[config.mk]
export PLATFORM = sky130hd
export DESIGN_NAME = fpu_cpu_bridge
export DESIGN_NICKNAME = d
export VERILOG_FILES = /design/src/rtl/fpu_cpu_bridge.sv
export SDC_FILE = /design/constraint.sdc
export NUM_CORES = 1
export LEC_CHECK = 0
export CELL_PAD_IN_SITES_DETAIL_PLACEMENT = 0
export CELL_PAD_IN_SITES_GLOBAL_PLACEMENT = 1
export CORE_MARGIN = 2
export CORE_UTILIZATION = 41
export DETAILED_ROUTE_END_ITERATION = 10
export DONT_BUFFER_PORTS = 1
export GPL_TIMING_DRIVEN = 0
export HOLD_SLACK_MARGIN = 0.1
export MAX_ROUTING_LAYER = met4
export PLACE_DENSITY_LB_ADDON = 0.15
export REMOVE_ABC_BUFFERS = 1
export SLEW_MARGIN = 20
export SYNTH_ARGS = -nofsm -noshare
export SYNTH_HDL_FRONTEND = slang
export SYNTH_SLANG_ARGS = --single-unit
[constraint.sdc]
create_clock -name clk -period 8.2 [get_ports clk]
set_clock_uncertainty 0.2 [all_clocks]
set_input_delay 1.64 -clock clk [delete_from_list [all_inputs] [get_ports clk]]
set_output_delay 1.64 -clock clk [all_outputs]
set_load 0.01 [all_outputs]
[src/rtl/fpu_cpu_bridge.sv]
// CPU-to-FPU command bridge: byte-wide register file, start/cmd_end handshake, result capture and irq.
// Optional watchdog on the ISSUE state is built when FPU_BRIDGE_TIMEOUT_EN is defined.

package pa_fpu;
    typedef enum logic [3:0] {
        FPU_ADD   = 4'd0,
        FPU_SUB   = 4'd1,
        FPU_MUL   = 4'd2,
        FPU_DIV   = 4'd3,
        FPU_SQRT  = 4'd4,
        FPU_MIN   = 4'd5,
        FPU_MAX   = 4'd6,
        FPU_CMP   = 4'd7,
        FPU_I2F   = 4'd8,
        FPU_F2I   = 4'd9,
        FPU_ABS   = 4'd10,
        FPU_NEG   = 4'd11,
        FPU_RSV12 = 4'd12,
        FPU_RSV13 = 4'd13,
        FPU_RSV14 = 4'd14,
        FPU_RSV15 = 4'd15
    } e_fpu_op;
endpackage

module fpu_cpu_bridge #(
    parameter int OP_W           = 4,
    parameter int TIMEOUT_CYCLES = 1024
) (
    input  logic            clk,
    input  logic            arst,
    input  logic            cs,
    input  logic            wr,
    input  logic            rd,
    input  logic [3:0]      addr,
    input  logic [7:0]      data_in,
    output logic [7:0]      data_out,
    output logic            irq,
    output logic            fpu_start,
    output logic [31:0]     fpu_a_operand,
    output logic [31:0]     fpu_b_operand,
    output pa_fpu::e_fpu_op fpu_operation,
    input  logic            fpu_cmd_end,
    input  logic            fpu_busy,
    input  logic [31:0]     fpu_result
);

    localparam int ENUM_W = $bits(pa_fpu::e_fpu_op);

    typedef enum logic [1:0] {IDLE, ISSUE, DRAIN} state_t;

    state_t          state;
    logic [OP_W-1:0] op_reg;
    logic            irq_en;
    logic [31:0]     result_reg;
    logic            done;
    logic            overrun;
    logic            timeout;
    logic            wr_en;
    logic            rd_en;
    logic            status_rd;
    logic            reg_wr;
    logic            cmd_wr;
    logic            issue_expired;
    logic [7:0]      status;

    assign wr_en     = cs & wr;
    assign rd_en     = cs & rd;
    assign status_rd = rd_en & (addr == 4'h9);
    assign reg_wr    = wr_en & (addr <= 4'h8);
    assign cmd_wr    = wr_en & (addr == 4'h8);

`ifdef FPU_BRIDGE_TIMEOUT_EN
    localparam int CNT_W = $clog2(TIMEOUT_CYCLES + 1);
    logic [CNT_W-1:0] issue_cnt;

    // Counts completed ISSUE cycles; held at zero outside ISSUE so each launch starts fresh.
    always_ff @(posedge clk or posedge arst) begin
        if (arst) begin
            issue_cnt <= '0;
        end else if (state != ISSUE) begin
            issue_cnt <= '0;
        end else if (!fpu_cmd_end && !issue_expired) begin
            issue_cnt <= issue_cnt + 1'b1;
        end
    end

    assign issue_expired = (issue_cnt == CNT_W'(TIMEOUT_CYCLES - 1));
`else
    assign issue_expired = 1'b0;
`endif

    always_ff @(posedge clk or posedge arst) begin
        if (arst) begin
            state         <= IDLE;
            fpu_start     <= 1'b0;
            fpu_a_operand <= '0;
            fpu_b_operand <= '0;
            op_reg        <= '0;
            irq_en        <= 1'b0;
            result_reg    <= '0;
            done          <= 1'b0;
            overrun       <= 1'b0;
            timeout       <= 1'b0;
        end else begin
            // Sticky bits clear on a status read; any set later in this block wins.
            if (status_rd) begin
                done    <= 1'b0;
                overrun <= 1'b0;
                timeout <= 1'b0;
            end
            if (reg_wr && state != IDLE) begin
                overrun <= 1'b1;
            end
            case (state)
                IDLE: begin
                    if (wr_en && addr[3:2] == 2'b00) begin
                        fpu_a_operand[{addr[1:0], 3'b000} +: 8] <= data_in;
                    end
                    if (wr_en && addr[3:2] == 2'b01) begin
                        fpu_b_operand[{addr[1:0], 3'b000} +: 8] <= data_in;
                    end
                    if (cmd_wr) begin
                        op_reg    <= data_in[OP_W-1:0];
                        irq_en    <= data_in[7];
                        done      <= 1'b0;
                        fpu_start <= 1'b1;
                        state     <= ISSUE;
                    end
                end
                ISSUE: begin
                    if (fpu_cmd_end) begin
                        result_reg <= fpu_result;
                        fpu_start  <= 1'b0;
                        done       <= 1'b1;
                        state      <= DRAIN;
                    end else if (issue_expired) begin
                        fpu_start <= 1'b0;
                        done      <= 1'b1;
                        timeout   <= 1'b1;
                        state     <= DRAIN;
                    end
                end
                DRAIN: begin
                    // A cmd_end still high from the last command must not be mistaken for a new one.
                    if (!fpu_cmd_end && !fpu_busy) begin
                        state <= IDLE;
                    end
                end
                default: begin
                    fpu_start <= 1'b0;
                    state     <= IDLE;
                end
            endcase
        end
    end

    assign status        = {4'b0000, timeout, overrun, done, (state != IDLE)};
    assign irq           = done & irq_en;
    assign fpu_operation = pa_fpu::e_fpu_op'(ENUM_W'(op_reg));

    always_comb begin
        data_out = 8'h00;
        if (rd_en) begin
            case (addr)
                4'h0, 4'h1, 4'h2, 4'h3: data_out = fpu_a_operand[{addr[1:0], 3'b000} +: 8];
                4'h4, 4'h5, 4'h6, 4'h7: data_out = fpu_b_operand[{addr[1:0], 3'b000} +: 8];
                4'h9:                   data_out = status;
                4'hC, 4'hD, 4'hE, 4'hF: data_out = result_reg[{addr[1:0], 3'b000} +: 8];
                default:                data_out = 8'h00;
            endcase
        end
    end

endmodule

==> impl_results.md <==
- Worst Path Max Fanout: 37
- HPWL after detailed placement: 10.2 mm
- H-tree levels: 3
- Hold depth: 1
- Drt pass-1 iters: 4
- Antenna Violating Nets Remaining: 0
- Final hold violations: 0
- Grt total ovfl: 0
- Post-synth top area share: 51.5%
- Die Height: 116 um
- Synth Area in Compound Gates: 13.7%
- Synth top cells by count: 107 x nand2_1, 106 x dfrtp_1, 70 x o21ai_0
- Root buffer cell: clkbuf_16
- Worst r2r src: state[0]
- Comb pwr share: 11.0%
- Worst-case reg-to-reg path depth: 4
- Maxcap violations: 0
- Post-layout nets: 523
- Vias: 3639
- Sequential share of the synthesized area: 51.5%
- Warnings, synthesis: 0
- Cell taking the most area after synthesis: dfrtp_1
- Min Clock Period, post-route: 6.01 ns
- Data arrival time of the worst path: 4.17 ns
- Critical path origin: addr[0]
- DIE WIDTH: 116 um
- Largest family of logic cells by synthesized area: multiplexers
- Clk buf depth: 2
- Outcome: completed
- Non-Filler Instances: 639
- Clk sink count: 106
- Mean Syn Cell Area: 10.7 sq um
- Placement-stage cell area: 0.00522 sq mm
- Start point of the worst hold path: irq_en
- Largest net degree at the start of global routing: 55
- Post-synth top flop: dfrtp_1
- Area grow syn2layout: 8.01%
- Slowest stage delay, CP: 0.85 ns
- Worst setup SP type: primary input
- Multi-input gate area: 0.00226 sq mm
- CTS tree: built
- Synth Area in Simple Gates: 13.0%
- FF-to-FF End: fpu_b_operand[22]
- Leak Pwr: 2.41 nW
- Post-detailed-route wirelength per cell: 23.2 um
- Drt first-iter violations: 226
- Initial Utilization: 42.4%
- Max Slew Vio Count: 0
- DR DRC count: 0
- Power share of the clock group: 39.0%
- Final worst slack: 2.19 ns
- First-pass GRT wire length: 22.7 mm
- Mux cell area share after synthesis: 15.4%
- EDFF count, synth: 0
- PostCTS Resize Cnt: 0
- # setup viols final: 0
- Final Cell Area: 0.00557 sq mm
- Netlist cell types: 48
- Post-synthesis register bit count: 106
- Hold Crit Class: flip-flop to flip-flop
- Largest cells by area after synthesis: dfrtp_1 51%, mux2_2 9.4%, nand2_1 7.8%
- Pre-CTS worst setup slack: 2.16 ns
- Post-Synth XOR/XNOR Area: 0%
- RD Place Congestion: 0.832
- Core area: 0.0122 sq mm
- NetSw: 323 uW
- Row cnt: 40
- Diodes inserted: 0
- Initial antenna violation count: 0
- Power Dens Cells: 230 mW/mm^2
- Worst Setup End Kind: output pin
- CP max stage cell: o41ai_4
- Flop pwr share: 49.9%
- Setup TNS Final: 0 ns
- Slew HR: 40.4%
- Vias/cell: 5.69
- IO buf count: 0
- Req. time, crit path: 6.36 ns
- I/O Pins: 129
- Slew of the pin with the lowest slew margin: 0.890 ns
- Ys async rst share: 100%
- Syn Inst Count: 481
- RSZ-0062 raised after global routing: no
- Post-Syn Area: 0.00515 sq mm
- Post-CTS Setup Repair Bufs: 0
- Critical path class: primary input to output pin
- Routed wire length: 14.8 mm
- Worst VDD drop: 0.136 mV
- Fin crit share: 73.3%
- Worst R2R Setup Slack: 5.69 ns
- Placed cell count: 623
- Crit path cell chain: clkinv_1 > ha_1 > o41ai_4 > mux4_2 > nand3_1 > o211ai_1
- Worst Hold Path EP: irq_en
- Total Routing Usage GR: 24.0%
- Vias in the first global route: 3672
- Clk_lat worst skew: 0.36 ns
- Net switching fraction of the power: 25.2%
- Register area: 0.00265 sq mm
- Total die area: 0.0135 sq mm
- Reg clk slew, reported paths: 0.07 ns
- Total CTS buffers: 9
- Layout cells sized above 1: 16.8%
- Most frequent cell after synthesis: nand2_1
- Max Freq: 166 MHz
- Internal Power: 957 uW
- Post-CTS Hold Buffers: 0
- Adder-Cell Fraction of Synth Area: 1.46%
- Fillers: 1165
==> per-stage QoR <==
step	power [mW]	hold WS [ns]	util, %
floorplan	0.746	0.266	-
global placement	0.784	0.281	42.3
detailed placement	0.793	0.288	43.0
CTS	1.29	0.305	45.8
global route	1.34	0.325	45.8
finish	1.28	0.304	45.8
==> critical path: cells and delay by family <==
family | cells | cell delay (ns)
adder cells (fa/ha/maj) | 1 | 0.50
multiplexers | 1 | 0.41
AO/OA/AOI/OAI | 2 | 1.05
AND/OR/NAND/NOR | 1 | 0.13
buffers and inverters | 1 | 0.41
==> power groups by stage <==
stage                     clock network, mW  registers (mW)  logic, mW
after floorplan                           0           0.633      0.113
after global placement                    0           0.646      0.138
after detailed placement                  0           0.649      0.144
after CTS                             0.511           0.639      0.144
after global routing                  0.535           0.647      0.159
final                                 0.499           0.639      0.141
==> how the worst max path moves through the flow <==
stage / cells after the start / slack [ns] / end
2_1_floorplan: 6 / 3.06 / data_out[3]
3_3_place_gp: 6 / 1.83 / data_out[2]
3_5_place_dp: 6 / 2.16 / data_out[0]
4_1_cts: 6 / 2.16 / data_out[0]
5_1_grt: 7 / 1.97 / data_out[2]
6_report: 6 / 2.19 / data_out[1]
==> logic make-up after synthesis <==
family,Yosys count
buffers and inverters,39
AOI/OAI and AO/OA,116
muxes,62
and+or+nand+nor,152
adders and majority gates,6
DFF,106
==> layout make-up <==
type / count / area share, %
Multi-Input combinational cell: 336 / 40.6
Tap cell: 168 / 3.78
Clock inverter: 7 / 2.09
Clock buffer: 9 / 4.05
Inverter: 9 / 0.697
Timing Repair Buffer: 4 / 1.17
Sequential cell: 106 / 47.7
==> cell usage in the layout, fill, tap and decap left out, drive strengths merged, types with 6 or more instances in the layout <==
cell	count
inv	8
nand4	11
clkbuf	9
o21ai	70
dfrtp	106
mux2	43
nand3	14
nand2	107
a21oi	10
mux4	9
ha	6
mux2i	10
==> routing by layer <==
layer / vias up / global-route usage, % / wire [um]
met3: 6 / 8.82 / 1280
li1: 1689 / - / -
met4: 0 / 5.63 / 83
met1: 1824 / 31.2 / 6640
met2: 120 / 36.2 / 6800
met5: - / - / 0
Note: power is estimated with default switching activity, not from simulation.
